### src/rtl/attn_pkg.sv
`default_nettype none
// ============================================================================
//  Module  : attn_pkg
//  Purpose : Shared sizing constants, derived-width helpers and the
//            serializer state encoding.
//  Ports   : none (package)
//  Revision: 1.0  initial release
// ============================================================================
package attn_pkg;

   localparam int c_WIDTH_OUT     = 16;
   localparam int c_WIDTH_Q       = 8;
   localparam int c_CHUNK_SIZE    = 4;
   localparam int c_NUM_CORES_A   = 4;
   localparam int c_NUM_CORES_B   = 1;
   localparam int c_TOTAL_MODULES = 2;
   localparam int c_TOTAL_INPUT_W = 2;

   typedef enum logic [0:0] {
      IDLE = 1'b0,
      SEND = 1'b1
   } state_t;

   // Elements carried by one vector across all cores and module replicas.
   function automatic int calc_elems(input int chunk, input int cores_a,
                                     input int cores_b, input int modules);
      return chunk * cores_a * cores_b * modules;
   endfunction

   // Flat bit width of one vector of elems elements, each width bits wide.
   function automatic int calc_vector_bits(input int width, input int elems);
      return width * elems;
   endfunction

endpackage
`default_nettype wire

### src/rtl/sat_clip.sv
`default_nettype none
// ============================================================================
//  Module  : sat_clip
//  Purpose : Combinational signed saturation of one element from WIDTH_IN
//            bits down to WIDTH_Q bits, with a flag raised when clipped.
//  Ports   : din  [WIDTH_IN-1:0] signed element in
//            dout [WIDTH_Q-1:0]  saturated element out
//            clip                element was outside the WIDTH_Q range
//  Revision: 1.0  initial release
// ============================================================================
module sat_clip #(
   parameter int WIDTH_IN = 16,
   parameter int WIDTH_Q  = 8
) (
   input  logic [WIDTH_IN-1:0] din,
   output logic [WIDTH_Q-1:0]  dout,
   output logic                clip
);

   // Range bounds expressed at the input width so the compare is exact.
   localparam logic signed [WIDTH_IN-1:0] c_MAX = WIDTH_IN'((1 << (WIDTH_Q - 1)) - 1);
   localparam logic signed [WIDTH_IN-1:0] c_MIN = ~c_MAX;

   logic signed [WIDTH_IN-1:0] w_din;

   assign w_din = $signed(din);

   always_comb begin
      dout = w_din[WIDTH_Q-1:0];
      clip = 1'b0;
      if (w_din > c_MAX) begin
         dout = c_MAX[WIDTH_Q-1:0];
         clip = 1'b1;
      end else if (w_din < c_MIN) begin
         dout = c_MIN[WIDTH_Q-1:0];
         clip = 1'b1;
      end
   end

endmodule
`default_nettype wire

### src/rtl/rshift_serializer.sv
`default_nettype none
// ============================================================================
//  Module  : rshift_serializer
//  Purpose : Accepts a beat of TOTAL_INPUT_W shifted vectors, saturates every
//            element to WIDTH_Q bits and replays the vectors one word at a
//            time over a valid/ready output, with a back-to-back load path.
//  Ports   : clk, rst                 clock, synchronous active-high reset
//            in_valid / in_ready      input beat handshake
//            in_shifted[w]            VECTOR_BITS vectors, element 0 at MSB
//            out_valid / out_ready    output word handshake
//            out_data                 QBITS saturated vector
//            out_idx, out_last        word index / final word of the beat
//            out_sat                  some element of this word was clipped
//  Revision: 1.0  initial release
// ============================================================================
module rshift_serializer
   import attn_pkg::*;
#(
   parameter  int WIDTH_OUT     = c_WIDTH_OUT,
   parameter  int WIDTH_Q       = c_WIDTH_Q,
   parameter  int CHUNK_SIZE    = c_CHUNK_SIZE,
   parameter  int NUM_CORES_A   = c_NUM_CORES_A,
   parameter  int NUM_CORES_B   = c_NUM_CORES_B,
   parameter  int TOTAL_MODULES = c_TOTAL_MODULES,
   parameter  int TOTAL_INPUT_W = c_TOTAL_INPUT_W,
   localparam int ELEMS         = calc_elems(CHUNK_SIZE, NUM_CORES_A, NUM_CORES_B, TOTAL_MODULES),
   localparam int VECTOR_BITS   = calc_vector_bits(WIDTH_OUT, ELEMS),
   localparam int QBITS         = calc_vector_bits(WIDTH_Q, ELEMS),
   localparam int IDX_W         = (TOTAL_INPUT_W > 1) ? $clog2(TOTAL_INPUT_W) : 1
) (
   input  logic                   clk,
   input  logic                   rst,
   input  logic                   in_valid,
   output logic                   in_ready,
   input  logic [VECTOR_BITS-1:0] in_shifted [TOTAL_INPUT_W],
   output logic                   out_valid,
   input  logic                   out_ready,
   output logic [QBITS-1:0]       out_data,
   output logic [IDX_W-1:0]       out_idx,
   output logic                   out_last,
   output logic                   out_sat
);

   localparam logic [IDX_W-1:0] c_LAST_IDX = IDX_W'(TOTAL_INPUT_W - 1);

   state_t                 r_state;
   state_t                 w_state_nxt;
   logic [IDX_W-1:0]       r_idx;
   logic [IDX_W-1:0]       w_idx_nxt;
   logic [QBITS-1:0]       r_words [TOTAL_INPUT_W];
   logic [TOTAL_INPUT_W-1:0] r_sat;

   logic [WIDTH_Q-1:0]     w_q      [TOTAL_INPUT_W][ELEMS];
   logic                   w_clip   [TOTAL_INPUT_W][ELEMS];
   logic [QBITS-1:0]       w_packed [TOTAL_INPUT_W];
   logic [TOTAL_INPUT_W-1:0] w_word_sat;
   logic                   w_accept;
   logic                   w_out_hs;
   logic                   w_is_last;

   // ------------------------------------------------------------------
   // Saturation array: one clipper per element of every incoming vector
   // ------------------------------------------------------------------
   for (genvar w = 0; w < TOTAL_INPUT_W; w++) begin : g_word
      for (genvar e = 0; e < ELEMS; e++) begin : g_elem
         sat_clip #(
            .WIDTH_IN (WIDTH_OUT),
            .WIDTH_Q  (WIDTH_Q)
         ) u_sat_clip (
            .din  (in_shifted[w][VECTOR_BITS-1-e*WIDTH_OUT -: WIDTH_OUT]),
            .dout (w_q[w][e]),
            .clip (w_clip[w][e])
         );
      end
   end

   // Repack clipped elements MSB-first and fold clip flags per word.
   always_comb begin
      for (int w = 0; w < TOTAL_INPUT_W; w++) begin
         w_packed[w]   = '0;
         w_word_sat[w] = 1'b0;
         for (int e = 0; e < ELEMS; e++) begin
            w_packed[w][QBITS-1-e*WIDTH_Q -: WIDTH_Q] = w_q[w][e];
            w_word_sat[w] = w_word_sat[w] | w_clip[w][e];
         end
      end
   end

   // Word buffer: only the valid flag is reset; stale data is never visible
   // because the outputs are masked outside SEND.
   always_ff @(posedge clk) begin
      if (w_accept) begin
         for (int w = 0; w < TOTAL_INPUT_W; w++) begin
            r_words[w] <= w_packed[w];
         end
         r_sat <= w_word_sat;
      end
   end

   // ------------------------------------------------------------------
   // Control FSM
   // ------------------------------------------------------------------
   always_ff @(posedge clk) begin
      if (rst) begin
         r_state <= IDLE;
         r_idx   <= '0;
      end else begin
         r_state <= w_state_nxt;
         r_idx   <= w_idx_nxt;
      end
   end

   assign w_is_last = (r_idx == c_LAST_IDX);

   always_comb begin
      w_state_nxt = r_state;
      w_idx_nxt   = r_idx;
      out_valid   = 1'b0;
      in_ready    = 1'b0;
      case (r_state)
         IDLE: in_ready = !rst;
         // Loading while the last word leaves keeps the output stream gapless.
         SEND: begin
            out_valid = 1'b1;
            in_ready  = !rst && w_is_last && out_ready;
         end
         default: ;
      endcase

      w_accept = in_valid && in_ready;
      w_out_hs = out_valid && out_ready;

      if (w_accept) begin
         w_state_nxt = SEND;
         w_idx_nxt   = '0;
      end else if (w_out_hs) begin
         if (w_is_last) begin
            w_state_nxt = IDLE;
            w_idx_nxt   = '0;
         end else begin
            w_idx_nxt = r_idx + IDX_W'(1);
         end
      end
   end

   assign out_idx  = r_idx;
   assign out_last = out_valid && w_is_last;
   assign out_data = out_valid ? r_words[r_idx] : '0;
   assign out_sat  = out_valid && r_sat[r_idx];

endmodule
`default_nettype wire

### config.mk
export PLATFORM = sky130hd
export DESIGN_NAME = rshift_serializer
export DESIGN_NICKNAME = d
export VERILOG_FILES = /design/src/rtl/attn_pkg.sv /design/src/rtl/sat_clip.sv /design/src/rtl/rshift_serializer.sv
export SDC_FILE = /design/constraint.sdc
export NUM_CORES = 1
export LEC_CHECK = 0
export ABC_AREA = 0
export BUFFER_PORTS_ARGS = -buffer_cell sky130_fd_sc_hd__buf_2
export CORE_AREA = 2 2 497 499
export DETAILED_ROUTE_END_ITERATION = 8
export DIE_AREA = 0 0 499 501
export HOLD_SLACK_MARGIN = 0.12
export REMOVE_ABC_BUFFERS = 1
export SYNTH_ARGS = -nofsm -noshare
export SYNTH_HDL_FRONTEND = slang
export SYNTH_SLANG_ARGS = --single-unit
export TNS_END_PERCENT = 20
### constraint.sdc
create_clock -name clk -period 16.2 [get_ports clk]
set_clock_uncertainty 0.2 [all_clocks]
set_input_delay 3.24 -clock clk [delete_from_list [all_inputs] [get_ports clk]]
set_output_delay 3.24 -clock clk [all_outputs]
set_load 0.1 [all_outputs]
==> flow_summary_export.csv, run 1 <==
group,metric,value,unit
outcome,outcome,"finished, final reports clean",
pwr,clkPwrFrac,39.8,%
cts,clock-sinks,517,
pwr,power_frac_comb,20.8,%
cts,cts-root-buf,"clkbuf_16",
routing,dr.pass1.iters,6,
global_route,antenna_found_initial,210,
synthesis,synth-seq-area-share,58.9,%
routing,drt_iter0_drc,2436,
routing,ant_nets,0,
synthesis,synth.distinct_cells,23,
synthesis,synth-edff-count,514,
worst_setup_path,max_stage_delay,510,ps
synthesis,synthesis.area,26300,um2
placement,dp_hpwl,163,mm
sta,max_slew_margin,21.4,%
pwr,p_int,2.69,mW
worst_setup_path,cp_max_fo,3,
synthesis,synth-main-ff-cell,"edfxtp_1",
placement,preCtsSetupSlack,8440,ps
cts,cts_tree,"done",
hold_path,holdPathEnd,"out_idx",
sta,maxSlewViolCount,0,
worst_setup_path,worstSetupStartpointType,"input pin",
placement,gp_congestion,0.988,
global_route,grt_pass1_vias,25200,
pwr,power_density,102,nW/um2
cts,htree_levels,3,
cts,cts_buffers,70,
global_route,grt_pass1_wl,239,mm
finish,layout.core_utilization,16.1,%
pwr,p_sw_share,33.1,%
die,core_area,245000,um2
sta,finalCritPeriodShare,48.1,%
sta,setup_viol,0,
sta,min_period,7800,ps
synthesis,synth_warnings,0,
sta,timing.final.hold_violations,0,
cts,clk_latency,680,ps
cts,cts-resized-gates,0,
worst_setup_path,critPathBufInv,2,
hold_path,holdPathStages,3,
worst_setup_path,r2r-end,"r_words[1][118]",
die,row_count,182,
cts,clock_path_buffers,3,
global_route,overflow,0,
worst_setup_path,critPathSlowestCell,"buf_2",
synthesis,synth_cells,2199,
die,die_w,499,um
pwr,irDropWorstVdd,77.1,uV
routing,drcViolationCount,0,
worst_setup_path,end_kind,"primary output",
worst_setup_path,reg2reg_slack,12210,ps
routing,dr_wl_met2,81.4,mm
pwr,power_leakage,15.8,nW
die,dieArea,250000,um2
sta,whs,558,ps
cts,clkTransAtPathRegs,60,ps
worst_setup_path,r2r_cells,5,
sta,clock.fmax,128,MHz
worst_setup_path,critical_path_class,"input pin to primary output",
routing,viasPerCell,3.78,
worst_setup_path,worstReg2RegStart,"out_idx",
routing,postRouteWirelength,191,mm
finish,syn_to_final_growth,50.2,%
die,die_h,501,um
global_route,grt_usage,14.6,%
finish,layout-drive-gt1-share,42.4,%
synthesis,avgSynthCellArea,12.0,um2
routing,wl_per_cell,27.8,um
worst_setup_path,crit_chain,"buf_2, a21boi_0, nor2_1, buf_2",
global_route,grt_start_max_net_pins,139,
routing,vias,26000,
die,io_pins,1289,
cts,cts_setup_buffers,0,
cts,cts_hold_buf,0,
routing,top_layer_used,"met5",
worst_setup_path,cp.required,12760,ps
sta,worst_slack,8400,ps
run,drv_cap,0,
die,initial_core_util,10.7,%
synthesis,async_flop_share,0,%
pwr,p_switching,1.33,mW
placement,numPortBuffers,1288,
pwr,p_seq_share,39.4,%
routing,wl_met3,19.5,mm
worst_setup_path,arrival,4360,ps
hold_path,worstHoldStart,"out_idx",
sta,rsz0062_at_grt,"false",
worst_setup_path,path_common_cell,"buf_2",
synthesis,yosys_register_bits,517,
sta,worst_pin_slew,1180,ps
hold_path,hp-class,"register to register",
routing,met1_length,78.4,mm
worst_setup_path,cpLargestDelayFamily,"buffers and inverters",
finish,finalNetCount,4537,
## sequential cells by signal, indices dropped and copies added (netlist names), named ones only
name and flops:
r_words 512, r_sat 2, out_idx 1, r_state 1
## worst reg2reg max path: cells and delay by family, from the launching register on
family	cells	cell delay (ps)
AO/OA/AOI/OAI	1	240
buffers and inverters	2	1110
flip-flops	1	580
AND/OR/NAND/NOR	2	970
## cell families after synthesis
logic type / synth area share, %
DFF: 58.9
buffers and inverters: 1.80
and+or+nand+nor: 18.1
muxes: 9.82
AOI/OAI and AO/OA: 11.4
## worst max path at each step
stage                    from  endpoint  slack (ps)  cells after the start
detailed placement  out_ready  in_ready        8440                      4
CTS                 out_ready  in_ready        8440                      4
global route        out_ready  in_ready        8410                      4
finish              out_ready  in_ready        8400                      4
global placement    out_ready  in_ready        8440                      4
floorplan           out_ready  r_sat[0]       -1320                      3
## layout by cell type, fill, tap and decap left out, types with 2 or more instances in the layout
cell,netlist,final
a21oi_1,43,31
or4b_1,10,10
clkinvlp_4,0,4
or4bb_1,2,2
clkbuf_1,99,17
nand2_1,309,309
mux2i_1,258,258
clkbuf_16,0,72
buf_4,0,68
nor2b_1,257,257
clkinv_1,0,8
buf_12,0,4
nor4_1,132,132
bufinv_16,0,6
o21a_1,6,6
buf_2,12,1288
nand4b_1,6,6
clkinv_2,0,7
clkinv_8,0,2
or4_1,2,2
edfxtp_1,514,514
nor4_2,4,4
a21o_1,292,292
nand4_1,142,142
a21oi_2,0,12
dfxtp_4,0,2
nor2_1,6,6
a21o_2,24,24
inv_6,0,6
diode_2,0,102
o21ai_2,0,7
o21ai_1,64,57
## layout make-up
cell class | instances | area, um2
clock buffer | 89 | 1870
antenna | 102 | 255
sequential | 517 | 15500
fill | 27500 | 205000
clock inverter | 36 | 419
tap | 3220 | 4030
timing repair buffer | 1360 | 7040
multi-input combinational | 1560 | 10400
## synth_stat cells (all sizes together), types with 6 or more instances
| master | n | area [um2] |
|---|---|---|
| a21oi | 43 | 215 |
| o21a | 6 | 45.0 |
| nand4b | 6 | 52.6 |
| clkbuf | 99 | 372 |
| nand4 | 142 | 888 |
| buf | 23 | 101 |
| mux2i | 258 | 2580 |
| or4b | 10 | 100 |
| edfxtp | 514 | 15400 |
| a21o | 316 | 2400 |
| nor2b | 257 | 1610 |
| nor2 | 6 | 22.5 |
| nor4 | 136 | 876 |
| nand2 | 309 | 1160 |
| o21ai | 64 | 320 |
## power by group through the flow
stage | sequential (mW) | clock (mW) | combinational [mW]
2_1_floorplan | 1.63 | 0 | 0.485
3_3_place_gp | 1.61 | 0 | 0.832
3_5_place_dp | 1.61 | 0 | 0.840
4_1_cts | 1.58 | 1.66 | 0.843
5_1_grt | 1.59 | 1.71 | 0.878
6_report | 1.58 | 1.60 | 0.837
## per-layer routing
layer,GRT usage (%),vias up
met5,0,-
met4,8.11,74
met3,4.93,530
met2,22.0,1838
met1,18.1,12500
li1,-,11100
## metrics by stage
step	total power [mW]	std cells	cell area [um2]	TNS (ps)
6_report	4.02	6884	39500	0
5_1_grt	4.17	6849	39400	0
4_1_cts	4.09	6782	39300	0
3_5_place_dp	2.45	6657	37000	0
3_3_place_gp	2.44	6657	37000	0
2_1_floorplan	2.12	2077	25800	-676020
Power figures use the tool's default switching activity.
==> run 2: changes to the inputs <==
--- a/config.mk
+++ b/config.mk
@@ -5,11 +5,11 @@
 export SDC_FILE = /design/constraint.sdc
 export NUM_CORES = 1
 export LEC_CHECK = 0
-export ABC_AREA = 0
+export ABC_AREA = 1
 export BUFFER_PORTS_ARGS = -buffer_cell sky130_fd_sc_hd__buf_2
-export CORE_AREA = 2 2 497 499
+export CORE_AREA = 2 2 505 507
 export DETAILED_ROUTE_END_ITERATION = 8
-export DIE_AREA = 0 0 499 501
+export DIE_AREA = 0 0 507 509
 export HOLD_SLACK_MARGIN = 0.12
 export REMOVE_ABC_BUFFERS = 1
 export SYNTH_ARGS = -nofsm -noshare
==> constraint.sdc (replaced) <==
create_clock -name clk -period 6.95 [get_ports clk]
set_clock_uncertainty 0.2 [all_clocks]
set_input_delay 1.39 -clock clk [delete_from_list [all_inputs] [get_ports clk]]
set_output_delay 1.39 -clock clk [all_outputs]
set_load 0.1 [all_outputs]
==> flow_summary_export.csv, run 2 <==
group,metric,value,unit
cts,cts_hold_buf,0,
global_route,grt_pass1_vias,28100,
synthesis,synth-main-ff-cell,"edfxtp_1",
cts,cts_buffers,72,
finish,final_common_cell,"nand2_1",
worst_setup_path,cp_max_fo,104,
routing,postRouteWirelength,193,mm
cts,cts_setup_buffers,0,
sta,clock.fmax,188,MHz
worst_setup_path,worstSetupStartpointType,"register",
synthesis,synth_warnings,0,
placement,dp.cells,8103,
cts,clock-sinks,517,
finish,finalNetCount,5839,
worst_setup_path,cpLargestDelayFamily,"buffers and inverters",
placement,gp_congestion,0.931,
sta,max_slew_margin,13.1,%
global_route,overflow,0,
worst_setup_path,arrival,3740,ps
routing,met1_length,73.3,mm
sta,timing.final.hold_violations,0,
routing,ant_nets,0,
synthesis,synthesis.area,27800,um2
synthesis,synth.distinct_cells,19,
cts,clk_latency,680,ps
sta,min_period,5330,ps
finish,largest_reg_flops,512,
cts,cts-resized-gates,0,
routing,drt_iter0_drc,2323,
cts,clkTransAtPathRegs,50,ps
global_route,grt_usage,14.3,%
cts,cts-root-buf,"clkbuf_16",
worst_setup_path,max_stage_delay,730,ps
routing,wl_met3,15.8,mm
synthesis,synth-edff-count,514,
die,row_count,185,
die,io_pins,1289,
worst_setup_path,critPathBufInv,2,
synthesis,yosysMostFrequentCell,"nand2_1",
worst_setup_path,critPathSlowestCell,"o21ai_0",
finish,final_cells,8281,
sta,timing.setup.tns,0,ps
global_route,grt_pass1_wl,247,mm
routing,dr.pass1.iters,8,
sta,rsz0062_at_grt,"false",
cts,clock_path_buffers,3,
pwr,irDropWorstVdd,148,uV
die,core_area,253000,um2
routing,wl_per_cell,23.3,um
global_route,grt_start_max_net_pins,129,
sta,worst_slack,1620,ps
finish,biggestRegsByFlops,"r_words x512, r_sat x2",
synthesis,ys_top_cells_by_area,"edfxtp_1 56%, nand2_1 19%, nor2_1 14%, o21ai_0 4.6%, clkbuf_1 1.5%",
cts,htree_levels,3,
routing,vias,29700,
synthesis,avgSynthCellArea,7.77,um2
finish,n_fill_cell,29000,
worst_setup_path,cp.required,5360,ps
sta,worst_pin_slew,1290,ps
synthesis,yosys.area.top_type,"edfxtp_1",
outcome,outcome,"finished, final reports clean",
sta,setup_viol,0,
routing,top_layer_used,"met5",
sta,maxSlewViolCount,0,
pwr,power_density,232,nW/um2
synthesis,synth-seq-area-share,55.8,%
finish,layout.core_utilization,16.1,%
placement,dp_hpwl,161,mm
synthesis,yosys_register_bits,517,
hold_path,hp-class,"register to register",
sta,finalCritPeriodShare,76.7,%
placement,preCtsSetupSlack,2300,ps
worst_setup_path,end_kind,"primary output",
die,die_w,507,um
worst_setup_path,crit_chain,"buf_12, o21ai_0, nor2_1, buf_2",
synthesis,synth_common_cells,"1381 x nand2_1, 1062 x nor2_1, 514 x edfxtp_1, 257 x o21ai_0, 113 x clkbuf_1",
routing,dr_wl_met2,94.8,mm
die,dieArea,258000,um2
routing,drcViolationCount,0,
pwr,power_leakage,17.7,nW
finish,final_area,40600,um2
global_route,antenna_found_initial,126,
placement,placed_area,38200,um2
finish,syn_to_final_growth,46.1,%
run,drv_cap,0,
cts,cts_tree,"done",
finish,layout-drive-gt1-share,32.2,%
finish,final_cell_mix,"1381 x nand2_1, 1288 x buf_2, 1060 x nor2_1, 514 x edfxtp_1, 257 x o21ai_0",
finish,regMostFlops,"r_words",
die,initial_core_util,11.0,%
synthesis,async_flop_share,0,%
die,die_h,509,um
routing,viasPerCell,3.58,
synthesis,synth_top_area_share,55.6,%
synthesis,synth_cells,3573,
placement,numPortBuffers,1288,
worst_setup_path,critical_path_class,"register to primary output",
-- run 2: logic make-up (layout without fill, tap and decap cells) --
kind of cell / Yosys count / count (layout) / share of synthesized area (%)
other: 0 / 46 / 0
DFF: 517 / 517 / 55.8
AOI/OAI and AO/OA: 259 / 259 / 4.68
and+or+nand+nor: 2549 / 2549 / 36.0
buffers and inverters: 248 / 1544 / 3.57
-- run 2: worst reg2reg max path: stages, from the launching register on --
cell	delay [ps]
dfxtp_4	700
buf_12	540
buf_4	620
a21boi_1	430
nor3b_4	150
buf_12	210
buf_4	270
nor4_1	850
-- run 2: metal layers --
layer / global-route usage, % / vias up
li1: - / 13900
met1: 16.1 / 13700
met2: 25.0 / 1657
met3: 3.93 / 370
met4: 6.45 / 48
met5: 0 / -
-- run 2: layout make-up --
class / instances / area (um2) / share of cell area (%)
diodes: 46 / 115 / 0.284
repair buffers: 1313 / 6760 / 16.7
inverters: 99 / 379 / 0.934
flip-flops and latches: 517 / 15500 / 38.2
well taps: 3366 / 4210 / 10.4
clock buffers: 86 / 1880 / 4.62
clock inverters: 46 / 440 / 1.09
multi-input cells: 2808 / 11300 / 27.8
-- run 2: report_power, final --
group / internal (mW) / switching [mW] / total [mW]
logic: 0.457 / 1.56 / 2.01
clock network: 2.05 / 1.70 / 3.75
registers: 3.60 / 0.0725 / 3.67
-- run 2: path summary, 6_finish.rpt --
| check | depth (start not counted) | end | slack [ps] | startpoint |
|---|---|---|---|---|
| min | 2 | out_idx | 480 | out_idx |
| min reg2reg | 2 | out_idx | 480 | out_idx |
| max reg2reg | 7 | register | 2780 | r_state |
| max | 4 | out_data[20] | 1620 | register |
-- run 2: through the flow --
| step | power (mW) | hold slack, ps |
|---|---|---|
| final | 9.43 | 478 |
| after global routing | 9.82 | 497 |
| after CTS | 9.63 | 477 |
| after detailed placement | 5.77 | 468 |
| after global placement | 5.77 | 452 |
| after floorplan | 5.06 | 873 |
==> run 3: changes to the inputs <==
==> constraint.sdc (replaced) <==
create_clock -name clk -period 4.4 [get_ports clk]
set_clock_uncertainty 0.2 [all_clocks]
set_input_delay 0.88 -clock clk [delete_from_list [all_inputs] [get_ports clk]]
set_output_delay 0.88 -clock clk [all_outputs]
set_load 0.1 [all_outputs]
==> flow_summary_export.csv, run 3 (same netlist as run 2, synthesis figures left out) <==
group,metric,value,unit
outcome,outcome,"finished, final reports clean",
pwr,p_seq_share,38.3,%
finish,final_common_cell,"nand2_1",
die,dieArea,258000,um2
sta,max_slew_margin,37.8,%
routing,dr.pass1.iters,5,
hold_path,holdPathStages,1,
sta,maxSlewViolCount,0,
finish,final_cell_mix,"1381 x nand2_1, 1252 x buf_2, 1060 x nor2_1, 514 x edfxtp_1, 257 x o21ai_0",
routing,postRouteWirelength,187,mm
routing,drcViolationCount,0,
cts,cts_tree,"done",
pwr,p_switching,5.20,mW
die,initial_core_util,11.0,%
placement,dp_hpwl,158,mm
finish,n_fill_cell,28900,
pwr,p_sw_share,34.7,%
worst_setup_path,max_stage_delay,580,ps
die,io_pins,1289,
finish,syn_to_final_growth,48.1,%
hold_path,hp-class,"input pin to register",
worst_setup_path,worstSetupStartpointType,"register",
finish,biggestRegsByFlops,"r_words x512, r_sat x2",
routing,ant_nets,0,
finish,regMostFlops,"r_words",
sta,clock.fmax,250,MHz
hold_path,worstHoldStart,"in_shifted[207]",
sta,setup_viol,0,
pwr,power_leakage,18.0,nW
cts,clk_latency,670,ps
global_route,antenna_found_initial,138,
cts,cts_buffers,72,
die,die_w,507,um
worst_setup_path,arrival,2920,ps
sta,timing.final.hold_violations,0,
worst_setup_path,critPathSlowestCell,"dfxtp_4",
placement,preCtsSetupSlack,747,ps
cts,cts-resized-gates,0,
hold_path,holdPathEnd,"r_words[1][103]",
placement,gp_congestion,0.951,
worst_setup_path,critical_path_class,"register to primary output",
finish,layout-drive-gt1-share,32.5,%
sta,worst_slack,404,ps
finish,finalNetCount,5870,
routing,viasPerCell,3.54,
worst_setup_path,r2r-end,"r_words[0][228]",
global_route,grt_start_max_net_pins,110,
sta,worst_pin_slew,930,ps
routing,drt_iter0_drc,2462,
routing,vias,29500,
global_route,grt_usage,13.9,%
pwr,power_frac_comb,21.7,%
die,row_count,185,
placement,numPortBuffers,1288,
global_route,grt_pass1_vias,28200,
pwr,power_density,365,nW/um2
sta,rsz0062_at_grt,"false",
worst_setup_path,reg2reg_slack,1710,ps
worst_setup_path,worstReg2RegStart,"out_idx",
run,drv_cap,0,
sta,finalCritPeriodShare,90.8,%
worst_setup_path,r2r_cells,4,
worst_setup_path,cp.required,3320,ps
worst_setup_path,crit_chain,"buf_12, buf_4, o21ai_0, nor2_1, buf_2",
pwr,p_int,9.81,mW
worst_setup_path,cp_max_fo,46,
cts,clock_path_buffers,3,
sta,min_period,4000,ps
cts,clock-sinks,517,
die,core_area,253000,um2
pwr,clkPwrFrac,40.0,%
cts,htree_levels,3,
global_route,overflow,0,
routing,wl_per_cell,22.5,um
worst_setup_path,end_kind,"primary output",
global_route,grt_pass1_wl,241,mm
finish,largest_reg_flops,512,
die,die_h,509,um
sta,whs,211,ps
pwr,irDropWorstVdd,254,uV
cts,clkTransAtPathRegs,60,ps
cts,cts-root-buf,"clkbuf_16",
## run 3: routing by layer
metal / wire length (um) / vias up / GRT usage (%)
met4: 11400 / 46 / 8.08
met1: 70600 / 13500 / 15.4
met2: 89000 / 1528 / 23.7
met3: 15900 / 387 / 4.01
li1: - / 14000 / -
met5: 322 / - / 0
## run 3: metrics by stage
step	setup TNS [ps]	total power, mW	instances	cell area, um2	utilization (%)
finish	0	15.0	8329	41100	16.3
floorplan	-	7.99	3424	27100	-
CTS	0	15.3	8266	41000	16.2
detailed placement	0	9.15	8126	38600	15.3
global placement	-169	9.13	8125	38500	15.2
global route	0	15.6	8306	41100	16.2
## run 3: what timing repair did
| item | CTS | global route |
|---|---|---|
| hold buffers | 8 | 0 |
| endpoints found under the hold margin | 8 | 0 |
| setup buffers | 0 | 0 |
## run 3: critical path, delay by kind of cell (launching register included)
family                 cells  cell delay, ps
AOI/OAI and AO/OA          1             120
buffers and inverters      3            1150
DFF                        1             580
and+or+nand+nor            1             330
## run 3: worst max-delay path by stage
| stage | cells past startpoint | end | start | slack, ps |
|---|---|---|---|---|
| 5_1_grt | 4 | out_data[188] | r_state | 270 |
| 3_5_place_dp | 11 | r_sat[0] | in_shifted[811] | 750 |
| 6_report | 5 | out_data[87] | r_state | 400 |
| 2_1_floorplan | 2 | r_sat[0] | r_state | -37730 |
| 4_1_cts | 5 | out_data[87] | r_state | 260 |
| 3_3_place_gp | 11 | r_sat[1] | in_shifted[281] | -170 |
## run 3: power by group through the flow
stage | logic (mW) | clock network (mW) | registers (mW)
3_3_place_gp | 3.28 | 0 | 5.85
4_1_cts | 3.31 | 6.23 | 5.75
5_1_grt | 3.49 | 6.35 | 5.77
6_report | 3.25 | 6.01 | 5.75
3_5_place_dp | 3.29 | 0 | 5.86
2_1_floorplan | 1.84 | 0 | 6.14
## run 3: layout make-up
type / instances / area [um2] / area share (%)
Tap cell: 3366 / 4210 / 10.2
Sequential cell: 517 / 15500 / 37.7
Antenna cell: 63 / 158 / 0.383
Clock inverter: 50 / 452 / 1.10
Inverter: 99 / 379 / 0.922
Clock buffer: 82 / 1880 / 4.58
Multi-Input combinational cell: 2808 / 11300 / 27.5
Timing Repair Buffer: 1344 / 7250 / 17.6
